--- config.mk ---
export PLATFORM = sky130hd
export DESIGN_NAME = add_1bit_serial_ctrl_flat
export DESIGN_NICKNAME = d
export VERILOG_FILES = /design/src/rtl/add_1bit_serial_ctrl_if.sv /design/src/rtl/add_1bit_serial_ctrl.sv /design/src/flat_wrapper.sv
export SDC_FILE = /design/constraint.sdc
export NUM_CORES = 1
export LEC_CHECK = 0
export BUFFER_PORTS_ARGS = -buffer_cell sky130_fd_sc_hd__buf_4
export CAP_MARGIN = 20
export CORE_AREA = 4 4 75 77
export DETAILED_ROUTE_END_ITERATION = 8
export DIE_AREA = 0 0 79 81
export PLACE_DENSITY = 0.45
export SLEW_MARGIN = 20
export SYNTH_ARGS = -nofsm -noshare
export SYNTH_HDL_FRONTEND = slang
export SYNTH_SLANG_ARGS = --single-unit
--- constraint.sdc ---
create_clock -name clk -period 2.99 [get_ports clk]
set_input_delay 0 -clock clk [delete_from_list [all_inputs] [get_ports clk]]
set_output_delay 0 -clock clk [all_outputs]
set_load 0.01 [all_outputs]
--- src/rtl/add_1bit_serial_ctrl_if.sv ---
// Host and adder-side bundle for the bit-serial add sequencer; optional carry pins via ADD_SERIAL_CARRY_EN.
// Latency: pure wiring, no storage.
// Backpressure: in_valid/in_ready on the operand side, out_valid/out_ready on the result side.
interface add_1bit_serial_ctrl_if #(
    parameter int WIDTH = 8
);
    logic             in_valid;
    logic             in_ready;
    logic [WIDTH-1:0] a;
    logic [WIDTH-1:0] b;
`ifdef ADD_SERIAL_CARRY_EN
    logic             cin;
    logic             cout;
`endif
    logic             add_a;
    logic             add_b;
    logic             add_c;
    logic             out_valid;
    logic             out_ready;
    logic [WIDTH-1:0] sum;
    logic             busy;

    // Controller side
    modport slave (
        input  in_valid,
        input  a,
        input  b,
`ifdef ADD_SERIAL_CARRY_EN
        input  cin,
        output cout,
`endif
        input  add_c,
        input  out_ready,
        output in_ready,
        output add_a,
        output add_b,
        output out_valid,
        output sum,
        output busy
    );

    // Host plus 1-bit adder side
    modport master (
        output in_valid,
        output a,
        output b,
`ifdef ADD_SERIAL_CARRY_EN
        output cin,
        input  cout,
`endif
        output add_c,
        output out_ready,
        input  in_ready,
        input  add_a,
        input  add_b,
        input  out_valid,
        input  sum,
        input  busy
    );
endinterface

--- src/rtl/add_1bit_serial_ctrl.sv ---
// Bit-serial WIDTH-bit adder sequencer around an external XOR-only 1-bit adder; ADD_SERIAL_CARRY_EN adds cin/cout.
// Latency: accept at edge k, out_valid high after edge k+WIDTH; one op per WIDTH+2 cycles.
// Backpressure: in_ready only in IDLE; DONE holds sum/cout indefinitely until out_ready.
module add_1bit_serial_ctrl #(
    parameter  int WIDTH = 8,
    localparam int CNT_W = $clog2(WIDTH)
) (
    input  logic                  clk,
    input  logic                  reset,
    add_1bit_serial_ctrl_if.slave bus
);
    typedef enum logic [1:0] {IDLE, RUN, DONE} state_t;

    localparam logic [CNT_W-1:0] LAST_BIT = CNT_W'(WIDTH - 1);

    state_t           state_q;
    logic [WIDTH-1:0] a_sr_q;
    logic [WIDTH-1:0] b_sr_q;
    logic [WIDTH-1:0] sum_q;
    logic [CNT_W-1:0] cnt_q;
    logic             carry_q;
    logic             out_valid_q;
    logic             busy_q;
    logic             sum_bit_d;
    logic             carry_d;
`ifdef ADD_SERIAL_CARRY_EN
    logic             cout_q;
    logic             carry_init;
    assign carry_init = bus.cin;
    assign bus.cout   = cout_q;
`else
    logic             carry_init;
    assign carry_init = 1'b0;
`endif

    // The external adder only provides a^b; the carry chain lives here.
    assign bus.in_ready  = (state_q == IDLE) && !reset;
    assign bus.add_a     = (state_q == RUN) && a_sr_q[0];
    assign bus.add_b     = (state_q == RUN) && b_sr_q[0];
    assign sum_bit_d     = bus.add_c ^ carry_q;
    assign carry_d       = (bus.add_a & bus.add_b) | (carry_q & bus.add_c);
    assign bus.out_valid = out_valid_q;
    assign bus.sum       = sum_q;
    assign bus.busy      = busy_q;

    // Sequencer: load operands, shift one bit per cycle LSB first, hold result until taken.
    always_ff @(posedge clk) begin
        if (reset) begin
            state_q     <= IDLE;
            a_sr_q      <= '0;
            b_sr_q      <= '0;
            sum_q       <= '0;
            cnt_q       <= '0;
            carry_q     <= 1'b0;
            out_valid_q <= 1'b0;
            busy_q      <= 1'b0;
`ifdef ADD_SERIAL_CARRY_EN
            cout_q      <= 1'b0;
`endif
        end else begin
            case (state_q)
                IDLE: begin
                    if (bus.in_valid) begin
                        a_sr_q  <= bus.a;
                        b_sr_q  <= bus.b;
                        carry_q <= carry_init;
                        cnt_q   <= '0;
                        sum_q   <= '0;
                        busy_q  <= 1'b1;
                        state_q <= RUN;
                    end
                end
                RUN: begin
                    // Right shift: after WIDTH shifts bit i sits in sum_q[i].
                    sum_q   <= {sum_bit_d, sum_q[WIDTH-1:1]};
                    carry_q <= carry_d;
                    a_sr_q  <= a_sr_q >> 1;
                    b_sr_q  <= b_sr_q >> 1;
                    cnt_q   <= cnt_q + 1'b1;
                    if (cnt_q == LAST_BIT) begin
                        state_q     <= DONE;
                        out_valid_q <= 1'b1;
`ifdef ADD_SERIAL_CARRY_EN
                        cout_q      <= carry_d;
`endif
                    end
                end
                DONE: begin
                    // Handoff back to IDLE costs a cycle, so in_ready stays low here.
                    if (bus.out_ready) begin
                        state_q     <= IDLE;
                        out_valid_q <= 1'b0;
                        busy_q      <= 1'b0;
                    end
                end
                default: begin
                    state_q <= IDLE;
                end
            endcase
        end
    end
endmodule

--- src/flat_wrapper.sv ---
// flat-port wrapper written by rule: the top's interface ports become plain ports
module add_1bit_serial_ctrl_flat 
#(
    parameter  int WIDTH = 8,
    localparam int CNT_W = $clog2(WIDTH)
)
  (clk, reset, bus_in_valid, bus_a, bus_b, bus_add_c, bus_out_ready, bus_in_ready, bus_add_a, bus_add_b, bus_out_valid, bus_sum, bus_busy);
  add_1bit_serial_ctrl_if #(.WIDTH(WIDTH)) bus_i ();
  input  logic clk;
  input  logic reset;
  input wire logic [$bits(bus_i.in_valid)-1:0] bus_in_valid;
  input wire logic [$bits(bus_i.a)-1:0] bus_a;
  input wire logic [$bits(bus_i.b)-1:0] bus_b;
  input wire logic [$bits(bus_i.add_c)-1:0] bus_add_c;
  input wire logic [$bits(bus_i.out_ready)-1:0] bus_out_ready;
  output wire logic [$bits(bus_i.in_ready)-1:0] bus_in_ready;
  output wire logic [$bits(bus_i.add_a)-1:0] bus_add_a;
  output wire logic [$bits(bus_i.add_b)-1:0] bus_add_b;
  output wire logic [$bits(bus_i.out_valid)-1:0] bus_out_valid;
  output wire logic [$bits(bus_i.sum)-1:0] bus_sum;
  output wire logic [$bits(bus_i.busy)-1:0] bus_busy;
  assign bus_i.in_valid = bus_in_valid;
  assign bus_i.a = bus_a;
  assign bus_i.b = bus_b;
  assign bus_i.add_c = bus_add_c;
  assign bus_i.out_ready = bus_out_ready;
  assign bus_in_ready = bus_i.in_ready;
  assign bus_add_a = bus_i.add_a;
  assign bus_add_b = bus_i.add_b;
  assign bus_out_valid = bus_i.out_valid;
  assign bus_sum = bus_i.sum;
  assign bus_busy = bus_i.busy;
  add_1bit_serial_ctrl #(.WIDTH(WIDTH)) u_core (.clk(clk), .reset(reset), .bus(bus_i));
endmodule
## Word-level counts from Yosys, hierarchy flattened

Cells that the tools add are included.
Widths: inputs -> output; s select.

| word-level totals | value |
|---|---|
| ROM bits | 0 |
| input port bits | 21 |
| bits in latches | 0 |
| flip-flop bits (word level) | 32 |
| memories kept | 0 |
| word-level logic and storage cells | 50 |
| output and inout bits | 13 |
| bits in writable memories | 0 |

| operators by class | value |
|---|---|
| multiplexer cells | 19 |
| multipliers | 0 |
| divide/modulo/power cells | 0 |
| bitwise logic cells | 4 |
| eq/ne operators | 6 |
| magnitude comparators | 0 |
| reduce and logical (&&, ||, !) cells | 12 |
| add/sub/neg operators | 1 |
| shift operators | 0 |

Operators with widths:

| kind | count |
|---|---|
| $pmux 8 s2 | 3 |
| $mux 8 | 3 |
| $reduce_and 3->1 | 3 |
| $mux 2 | 3 |
| $ne 2x2->1 const B | 3 |
| $pmux 1 s2 | 3 |
| $pmux 2 s3 | 1 |
| $pmux 3 s2 | 1 |
| $reduce_bool 2->1 | 3 |
| $mux 1 | 4 |
| $add 3x1->3 const B | 1 |
| $eq 3x3->1 const B | 1 |
| $logic_and 1x1->1 | 3 |
| $mux 3 | 1 |
| $and 1x1->1 | 2 |
| $eq 2x1->1 const B | 1 |
| $eq 2x2->1 const B | 1 |
| $logic_not 2->1 | 1 |
| $reduce_and 2->1 | 1 |
| $logic_not 1->1 | 1 |
| $or 1x1->1 | 1 |
| $xor 1x1->1 | 1 |

## Depth between registers and ports, before layout

Gate-level depths: netlist of run 1.

| depth | value |
|---|---|
| word-level depth | 5 |
| gate-level depth with buffers | 6 |
| mapped depth without buffers | 5 |

## Worst setup path before layout of run 1

No wires, ideal clock.

| path | value |
|---|---|
| path type | register -> register |
| start point | register u_core.cnt_q[0] |
| end point | register u_core.out_valid_q (netlist: u_core.bus.out_valid) |
| stages on the path, launching flop included | 6 |
| arrival time | 1.018 ns |
| data required time | 2.860 ns |
| path buffers | 0 |
| setup time | 0.130 ns |
| clock period less this slack | 1.149 ns |
| slack | 1.841 ns |
| cells stage by stage | dfxtp_1 -> ha_1 -> ha_1 -> a21oi_1 -> a2bb2oi_1 -> nor2_1 |

| between the ends | value |
|---|---|
| word-level cells in the longest chain between the ends | 3 |

Ends and longest elaborated chain:

| what | RTL line | text |
|---|---|---|
| start: declaration | add_1bit_serial_ctrl.sv:20 | `logic [CNT_W-1:0] cnt_q;` |
| start signal: assignment | add_1bit_serial_ctrl.sv:79 | `cnt_q <= cnt_q + 1'b1;` |
| $eq 3x3->1 | add_1bit_serial_ctrl.sv:80 | `if (cnt_q == LAST_BIT) begin` |
| $ne 2x2->1 (no source line) | -- |  |
| $reduce_and 3->1 (no source line) | -- |  |
| end signal: assignment | add_1bit_serial_ctrl.sv:55 | `out_valid_q <= 1'b0;` |
| end signal: assignment | add_1bit_serial_ctrl.sv:82 | `out_valid_q <= 1'b1;` |
| end signal: assignment | add_1bit_serial_ctrl.sv:92 | `out_valid_q <= 1'b0;` |
| end: declaration | add_1bit_serial_ctrl.sv:22 | `logic out_valid_q;` |

Every way passes these cells.
A chain may end at the register's enable or synchronous reset.

## Final worst setup path of run 1

| path | value |
|---|---|
| start point | register u_core.state_q[0] |
| end point | output port bus_add_b |

| between the ends | value |
|---|---|
| word-level cells in the longest chain between the ends | 2 |

Ends and longest elaborated chain:

| what | RTL line | text |
|---|---|---|
| start: declaration | add_1bit_serial_ctrl.sv:16 | `state_t state_q;` |
| start signal: assignment | add_1bit_serial_ctrl.sv:49 | `state_q <= IDLE;` |
| start signal: assignment | add_1bit_serial_ctrl.sv:70 | `state_q <= RUN;` |
| start signal: assignment | add_1bit_serial_ctrl.sv:81 | `state_q <= DONE;` |
| $eq 2x1->1 | add_1bit_serial_ctrl.sv:39 | `assign bus.add_b = (state_q == RUN) && b_sr_q[0];` |
| $logic_and 1x1->1 | add_1bit_serial_ctrl.sv:39 |  |
| end: declaration | flat_wrapper.sv:18 | `output wire logic [$bits(bus_i.add_b)-1:0] bus_add_b;` |

Every way passes these cells.

==> impl_metrics.env, run 1 <==
export IMPL_wl_microns=3082
export IMPL_gp_congestion=0.6916
export IMPL_layout_nets=208
export IMPL_die_h_microns=81
export IMPL_gr_usage_met2=0.1667
export IMPL_path_cells="nor2b_4 -> and2_1 -> buf_4"
export IMPL_min_path_type="in2reg"
export IMPL_cp_end_kind="primary output"
export IMPL_grt_total_usage=0.1068
export IMPL_tritoncts="built"
export IMPL_first_global_vias=1145
export IMPL_min_to="u_core.a_sr_q[0]"
export IMPL_h_tree_depth=2
export IMPL_regToRegEndpoint="u_core.a_sr_q[0]"
export IMPL_synth_edf_count=0
export IMPL_period_share=0.6313
export IMPL_rows=26
export IMPL_ys_seq_elements=32
export IMPL_drt_first_iter_violations=66
export IMPL_core_area_sq_um=5010
export IMPL_slowest_delay_ps=690
export IMPL_synth_cell_types=29
export IMPL_cts_root_buffer="clkbuf_8"
export IMPL_whs_path_depth=2
export IMPL_slew_viol_final=0
export IMPL_ir_worst_vdd_mv=0.1793
export IMPL_path_class="reg2out"
export IMPL_fin_setup_tns_ps=0
export IMPL_rsz0062_at_grt="no"
export IMPL_hold_buffers=15
export IMPL_critical_path_max_fanout=28
export IMPL_period_needed_ps=1888
export IMPL_cts_made_buffers=5
export IMPL_async_flop_share=0
export IMPL_avgSynthCellArea_sq_um=9.894
export IMPL_ys_flop_type="dfxtp_1"
export IMPL_drv_cap=0
export IMPL_worstPathRequired_ps=2990
export IMPL_postPlaceCellArea_sq_um=1647
export IMPL_crit_start="u_core.state_q[0]"
export IMPL_r2r_slack_ps=1320
export IMPL_grt_pass1_wl_microns=5361
export IMPL_power_leakage_uw=0.0007762
export IMPL_start_kind="flip-flop"
export IMPL_r2r_cells=3
export IMPL_cts_clk_slew_worst_paths_ps=60
export IMPL_place_hpwl_microns=1998
export IMPL_cts_resized=0
export IMPL_p_total_uw=934.6
export IMPL_fp_dieW_microns=79
export IMPL_num_vias=1135
export IMPL_antenna_left=0
export IMPL_ios=34
export IMPL_grt_max_degree=34
export IMPL_powerDensity_nw_per_um2=495.3
export IMPL_initial_core_util=0.2785
export IMPL_cts_setup_buffers=0
export IMPL_ys_seq_area_frac=0.4592
export IMPL_port_buffers=33
export IMPL_syn_num_nets=165
export IMPL_cp_top_family="simple AND/OR/NAND/NOR gates"
export IMPL_fp_dieArea_sq_um=6399
export IMPL_cts_path_max_buffers=2
export IMPL_cts_num_sinks=32
export IMPL_regArea_sq_um=640.6
export IMPL_cp_num_cells=3
export IMPL_grt_busiest_layer="met2"
export IMPL_setup_viol=0
export IMPL_drive_above_1_share=0.2757
export IMPL_syn_area_sq_um=1395
export IMPL_r2r_start="u_core.state_q[0]"
export IMPL_use_met1=0.1300
export IMPL_n_antenna_cell=0
export IMPL_syn_to_final_growth_pct=35.25
export IMPL_fillers=539
export IMPL_worst_slew_pin_slew_ps=700.7
export IMPL_ys_warn_count=0
export IMPL_via_per_inst=4.451
export IMPL_maxSlewHeadroom=0.5319
export IMPL_drc=0
export IMPL_crit_buf_inv=1
export IMPL_fmax_ghz=0.5298
export IMPL_status="completed"
export IMPL_drt_first_pass_iters=4
export IMPL_min_from="bus_a[0]"
export IMPL_hold_viol=0
export IMPL_clk_latency_ps=280
export IMPL_crit_arrival_ps=1890
export IMPL_antenna_found_initial=0
export IMPL_grt_ovfl_total=0
export IMPL_critPathSlowestCell="nor2b_4"
export IMPL_multi_input_area_sq_um=618.1
export IMPL_routedWlPerCell_microns=12.09
export IMPL_skew_ps=4.575
export IMPL_use_met3=0.05322
export IMPL_synth_cells=141
export IMPL_fin_area_sq_um=1887
## flip-flops by register name, indices dropped and copies added (netlist names)
name and count:
u_core.bus.out_valid 1, u_core.carry_q 1, u_core.a_sr_q 8, u_core.state_q 2, u_core.bus.sum 8, u_core.b_sr_q 8, u_core.cnt_q 3, u_core.bus.busy 1
## synth_stat cells (2+ instances only)
cell / count / area share
inv_1: 14 / 0.038
dfxtp_1: 32 / 0.46
a22oi_1: 13 / 0.070
clkbuf_1: 3 / 0.0081
ha_1: 3 / 0.027
buf_6: 4 / 0.032
nor2_1: 18 / 0.048
and2_1: 2 / 0.0090
a21oi_1: 11 / 0.039
o221a_1: 14 / 0.11
a21oi_2: 6 / 0.038
buf_2: 4 / 0.014
## cell usage in the layout (no fill, tap or decap), drive strengths merged, types with 3 or more instances in the layout
cell / instances
a22oi: 13
inv: 14
nor2: 20
dlygate4sd3: 15
o221a: 14
a21oi: 17
buf: 33
dfxtp: 32
clkbuf: 8
ha: 3
## routing by layer
metal / routed length [microns] / vias to the layer above
met5: 0 / -
met3: 178 / 6
met4: 37 / 0
met1: 1471 / 517
met2: 1395 / 27
li1: - / 585
## kinds of logic after synthesis
| kind of cell | count (synthesis) | share of synthesized area |
|---|---|---|
| adders and majority gates | 3 | 0.02691 |
| AOI/OAI and AO/OA | 50 | 0.3049 |
| DFF | 32 | 0.4592 |
| buffers and inverters | 26 | 0.09776 |
| and+or+nand+nor | 30 | 0.1112 |
## area by class of cell
| type | instances | share of cell area |
|---|---|---|
| flip-flops and latches | 32 | 0.3395 |
| multi-input cells | 83 | 0.3276 |
| repair buffers | 48 | 0.2109 |
| clock buffers | 8 | 0.04775 |
| well taps | 70 | 0.04642 |
| inverters | 14 | 0.02785 |
## how the worst max path moves through the flow
| stage | end | slack [ps] |
|---|---|---|
| 2_1_floorplan | u_core.bus.out_valid | 1840 |
| 3_3_place_gp | u_core.b_sr_q[2] | 1370 |
| 3_5_place_dp | u_core.b_sr_q[5] | 1320 |
| 4_1_cts | bus_add_b | 1090 |
| 5_1_grt | bus_add_b | 970 |
| 6_report | bus_add_b | 1100 |
## power by group
part           switching (uW)  internal (uW)
Combinational            59.5           68.4
Sequential               16.6            450
Clock                     152            188
## metrics by stage
| stage | hold WS (ps) | worst slack [ps] | instances | util |
|---|---|---|---|---|
| after global routing | 0.9857 | 966.3 | 255 | 0.3766 |
| after CTS | 0.4028 | 1088 | 255 | 0.3766 |
| final | 11.62 | 1102 | 255 | 0.3766 |
| after global placement | 259.8 | 1367 | 232 | 0.3287 |
| after detailed placement | 262.1 | 1323 | 232 | 0.3287 |
| after floorplan | 160.8 | 1841 | 141 | - |
Note: power is estimated with default switching activity, not from simulation.
==> run 2: changes to the inputs <==
==> constraint.sdc (replaced) <==
create_clock -name clk -period 1.9 [get_ports clk]
set_input_delay 0 -clock clk [delete_from_list [all_inputs] [get_ports clk]]
set_output_delay 0 -clock clk [all_outputs]
set_load 0.01 [all_outputs]
==> impl_metrics.env, run 2 (same netlist as run 1, synthesis figures left out) <==
export IMPL_status="completed"
export IMPL_routedWlPerCell_microns=12.27
export IMPL_ir_worst_vdd_mv=0.2913
export IMPL_switching_share=0.2422
export IMPL_antenna_found_initial=0
export IMPL_whs_path_depth=2
export IMPL_cts_setup_buffers=0
export IMPL_cts_root_buffer="clkbuf_8"
export IMPL_grt_pass1_wl_microns=5361
export IMPL_grt_busiest_layer="met2"
export IMPL_maxSlewHeadroom=0.6862
export IMPL_switching_power_uw=335.9
export IMPL_syn_to_final_growth_pct=32.83
export IMPL_worst_slew_pin_slew_ps=470.1
export IMPL_power_leakage_uw=0.0007633
export IMPL_most_common_layout_cells="buf_4, dfxtp_1, nor2_1"
export IMPL_regToRegEndpoint="u_core.b_sr_q[5]"
export IMPL_min_path_type="in2reg"
export IMPL_crit_buf_inv=2
export IMPL_via_per_inst=4.482
export IMPL_layout_commonest_cell="buf_4"
export IMPL_powerDensity_nw_per_um2=748.4
export IMPL_ios=34
export IMPL_r2r_cells=4
export IMPL_place_inst=233
export IMPL_drt_first_pass_iters=4
export IMPL_port_buffers=33
export IMPL_critPathSlowestCell="dfxtp_1"
export IMPL_fin_setup_tns_ps=0
export IMPL_fmax_ghz=0.5939
export IMPL_antenna_left=0
export IMPL_p_comb_frac=0.145
export IMPL_drive_above_1_share=0.2818
export IMPL_rows=26
export IMPL_drt_first_iter_violations=53
export IMPL_crit_arrival_ps=1680
export IMPL_first_global_vias=1124
export IMPL_hold_buffers=13
export IMPL_cts_resized=0
export IMPL_cp_top_family="flip-flops"
export IMPL_critical_path_max_fanout=28
export IMPL_tritoncts="built"
export IMPL_grt_ovfl_total=0
export IMPL_final_util=0.3699
export IMPL_grt_max_degree=34
export IMPL_die_h_microns=81
export IMPL_p_clk_frac=0.325
export IMPL_setup_viol=0
export IMPL_use_met3=0.03991
export IMPL_skew_ps=3.976
export IMPL_gr_usage_met2=0.1616
export IMPL_period_needed_ps=1684
export IMPL_fp_dieArea_sq_um=6399
export IMPL_min_to="u_core.a_sr_q[2]"
export IMPL_slew_viol_final=0
export IMPL_rsz0062_at_grt="no"
export IMPL_fp_dieW_microns=79
export IMPL_use_met1=0.1354
export IMPL_drv_cap=0
export IMPL_stdcell_count=251
export IMPL_power_internal_uw=1051
export IMPL_period_share=0.8862
export IMPL_start_kind="flip-flop"
export IMPL_cts_num_sinks=32
export IMPL_h_tree_depth=2
export IMPL_cts_path_max_buffers=2
export IMPL_crit_path_frequent_cell="buf_4"
export IMPL_cts_made_buffers=5
export IMPL_worstPathRequired_ps=1900
export IMPL_r2r_start="u_core.state_q[0]"
export IMPL_wl_microns=3079
export IMPL_place_hpwl_microns=1998
export IMPL_min_from="bus_a[2]"
export IMPL_layout_nets=207
export IMPL_path_cells="nor2b_4 -> buf_4 -> and2_1 -> buf_4"
export IMPL_hold_viol=0
export IMPL_drc=0
export IMPL_crit_start="u_core.state_q[0]"
export IMPL_gp_congestion=0.6973
export IMPL_slowest_delay_ps=570
export IMPL_clk_latency_ps=270
export IMPL_cp_end_kind="primary output"
export IMPL_cts_clk_slew_worst_paths_ps=60
export IMPL_n_antenna_cell=0
export IMPL_postPlaceCellArea_sq_um=1654
export IMPL_fin_area_sq_um=1853
export IMPL_num_vias=1125
export IMPL_core_area_sq_um=5010
export IMPL_grt_total_usage=0.1066
export IMPL_fillers=554
export IMPL_r2r_slack_ps=420
export IMPL_pwr_share_seq=0.530
export IMPL_initial_core_util=0.2785
export IMPL_path_class="reg2out"
## run 2: cell types whose count changed in the layout (fill, tap and decap cells not counted), sizes merged
cell,previous run,this run
dlygate4sd3,15,13
clkbuf,8,5
buf,33,34
## run 2: per-layer routing
layer | share of wire | wire length (microns) | up-vias
met2 | 0.43 | 1324 | 27
li1 | - | - | 581
met1 | 0.49 | 1518 | 512
met3 | 0.061 | 189 | 5
met5 | 0 | 0 | -
met4 | 0.015 | 46 | 0
## run 2: through the flow
step           setup slack [ps]  total power [uW]  hold slack [ps]
2_1_floorplan             751.4             871.4            160.8
3_3_place_gp              470.0             927.5            259.9
3_5_place_dp              430.9             931.5            263.6
6_report                  216.1              1387            9.108
4_1_cts                   197.8              1416            1.636
5_1_grt                   117.3              1473            7.365
## run 2: worst reg2reg max path, cell delays in order (launching register included)
cell and delay (ps):
dfxtp_1 570, nor2b_4 210, buf_4 320, a21oi_1 130, o221a_1 130
## run 2: worst max-delay path by stage
stage,cells after the start,end
5_1_grt,4,bus_add_b
6_report,4,bus_add_b
4_1_cts,4,bus_add_b
2_1_floorplan,5,u_core.bus.out_valid
3_5_place_dp,4,u_core.a_sr_q[1]
3_3_place_gp,4,u_core.a_sr_q[0]
## run 2: area by class of cell
cell class,instances,area (sq um),share of cell area
repair buffers,47,385.4,0.2080
multi-input cells,83,618.1,0.3336
clock buffers,5,68.82,0.03714
flip-flops and latches,32,640.6,0.3457
well taps,70,87.58,0.04727
inverters,14,52.55,0.02836
## run 2: power groups by stage
stage                     logic [uW]  clock network, uW  registers [uW]
after floorplan                  130                  0             742
after global routing             227                506             740
final                            201                451             735
after CTS                        205                476             735
after detailed placement         182                  0             750
after global placement           179                  0             748
==> run 3: changes to the inputs <==
--- a/config.mk
+++ b/config.mk
@@ -10,7 +10,7 @@
 export CORE_AREA = 4 4 75 77
 export DETAILED_ROUTE_END_ITERATION = 8
 export DIE_AREA = 0 0 79 81
-export PLACE_DENSITY = 0.45
+export PLACE_DENSITY = 0.58
 export SLEW_MARGIN = 20
 export SYNTH_ARGS = -nofsm -noshare
 export SYNTH_HDL_FRONTEND = slang
==> impl_metrics.env, run 3 (same netlist as run 1, synthesis figures left out) <==
export IMPL_num_vias=1166
export IMPL_worstPathRequired_ps=1900
export IMPL_ir_worst_vdd_mv=0.3936
export IMPL_slowest_delay_ps=580
export IMPL_crit_arrival_ps=1580
export IMPL_regArea_sq_um=640.6
export IMPL_min_path_type="in2reg"
export IMPL_antenna_left=0
export IMPL_die_h_microns=81
export IMPL_drv_cap=0
export IMPL_place_inst=234
export IMPL_cts_clk_slew_worst_paths_ps=70
export IMPL_cts_path_max_buffers=2
export IMPL_layout_commonest_cell="buf_4"
export IMPL_syn_to_final_growth_pct=35.78
export IMPL_setup_viol=0
export IMPL_grt_total_usage=0.1035
export IMPL_start_kind="flip-flop"
export IMPL_crit_buf_inv=2
export IMPL_fin_ws_ps=318.9
export IMPL_worst_slew_pin_slew_ps=429.4
export IMPL_ios=34
export IMPL_place_hpwl_microns=2042
export IMPL_rows=26
export IMPL_hold_viol=0
export IMPL_critPathSlowestCell="dfxtp_1"
export IMPL_period_share=0.8322
export IMPL_cts_made_buffers=5
export IMPL_grt_ovfl_total=0
export IMPL_fp_dieW_microns=79
export IMPL_h_tree_depth=2
export IMPL_tritoncts="built"
export IMPL_cp_top_family="flip-flops"
export IMPL_cp_end_kind="primary output"
export IMPL_skew_ps=5.288
export IMPL_r2r_slack_ps=520
export IMPL_fp_dieArea_sq_um=6399
export IMPL_most_common_layout_cells="buf_4, dfxtp_1, nor2_1"
export IMPL_path_cells="nor2b_4 -> buf_4 -> and2_1 -> buf_4"
export IMPL_layout_nets=209
export IMPL_period_needed_ps=1581
export IMPL_port_buffers=33
export IMPL_drt_first_pass_iters=4
export IMPL_drt_first_iter_violations=95
export IMPL_rsz0062_at_grt="no"
export IMPL_cts_num_sinks=32
export IMPL_cts_setup_buffers=0
export IMPL_hold_slack_ps=4.406
export IMPL_cts_root_buffer="clkbuf_8"
export IMPL_grt_max_degree=34
export IMPL_fillers=545
export IMPL_wl_microns=3059
export IMPL_clk_latency_ps=280
export IMPL_path_class="reg2out"
export IMPL_antenna_found_initial=0
export IMPL_n_antenna_cell=0
export IMPL_gp_congestion=0.6914
export IMPL_initial_core_util=0.2785
export IMPL_routedWlPerCell_microns=11.95
export IMPL_via_per_inst=4.555
export IMPL_fmax_ghz=0.6325
export IMPL_multi_input_area_sq_um=618.1
export IMPL_power_leakage_uw=0.0007875
export IMPL_stdcell_count=256
export IMPL_powerDensity_nw_per_um2=772.5
export IMPL_core_area_sq_um=5010
export IMPL_grt_pass1_wl_microns=5223
export IMPL_critical_path_max_fanout=16
export IMPL_crit_path_frequent_cell="buf_4"
export IMPL_status="completed"
export IMPL_maxSlewHeadroom=0.7134
export IMPL_p_total_uw=1463
export IMPL_slew_viol_final=0
export IMPL_first_global_vias=1172
export IMPL_drive_above_1_share=0.2957
export IMPL_fin_setup_tns_ps=0
export IMPL_dp_slack_ps=530.2
export IMPL_drc=0
-- run 3: changes by cell type in the layout (fill, tap and decap cells not counted), sizes merged --
cell / before / now
clkinv: 0 / 2
dlygate4sd3: 13 / 14
clkbuf: 5 / 6
buf: 34 / 35
-- run 3: worst paths after layout --
path,start,cells after the start,to
hold reg to reg,u_core.bus.busy,2,u_core.bus.busy
setup / recovery,u_core.state_q[0],4,bus_add_b
hold / removal,bus_b[3],2,u_core.b_sr_q[3]
setup reg to reg,u_core.state_q[0],3,u_core.a_sr_q[1]
-- run 3: power breakdown --
group | switching [uW] | internal, uW | total [uW]
clock | 235 | 288 | 524
sequential | 27.0 | 709 | 736
combinational | 94.5 | 110 | 204
total | 357 | 1110 | 1460
-- run 3: metal layers --
metal	routed length, microns	vias to the layer above	GRT usage
met5	0	-	0
met4	31	0	0.04124
met3	163	5	0.03437
met2	1381	29	0.1633
met1	1481	545	0.1307
li1	-	587	-
-- run 3: area by class of cell --
type                            count  area share
Sequential cell                    32      0.3382
Multi-Input combinational cell     83      0.3263
Timing Repair Buffer               49      0.2127
Tap cell                           70     0.04624
Clock buffer                        6     0.04359
Inverter                           14     0.02774
Clock inverter                      2    0.005284
-- run 3: repair_timing --
action                                 in CTS  in global routing
endpoints found under the hold margin      14                  0
gates resized for setup                     0                  0
hold buffers                               14                  0
-- run 3: through the flow --
stage / utilization / cell area, sq um
2_1_floorplan: - / 1395
6_report: 0.3781 / 1894
3_3_place_gp: 0.3317 / 1662
4_1_cts: 0.3781 / 1894
3_5_place_dp: 0.3317 / 1662
5_1_grt: 0.3781 / 1894
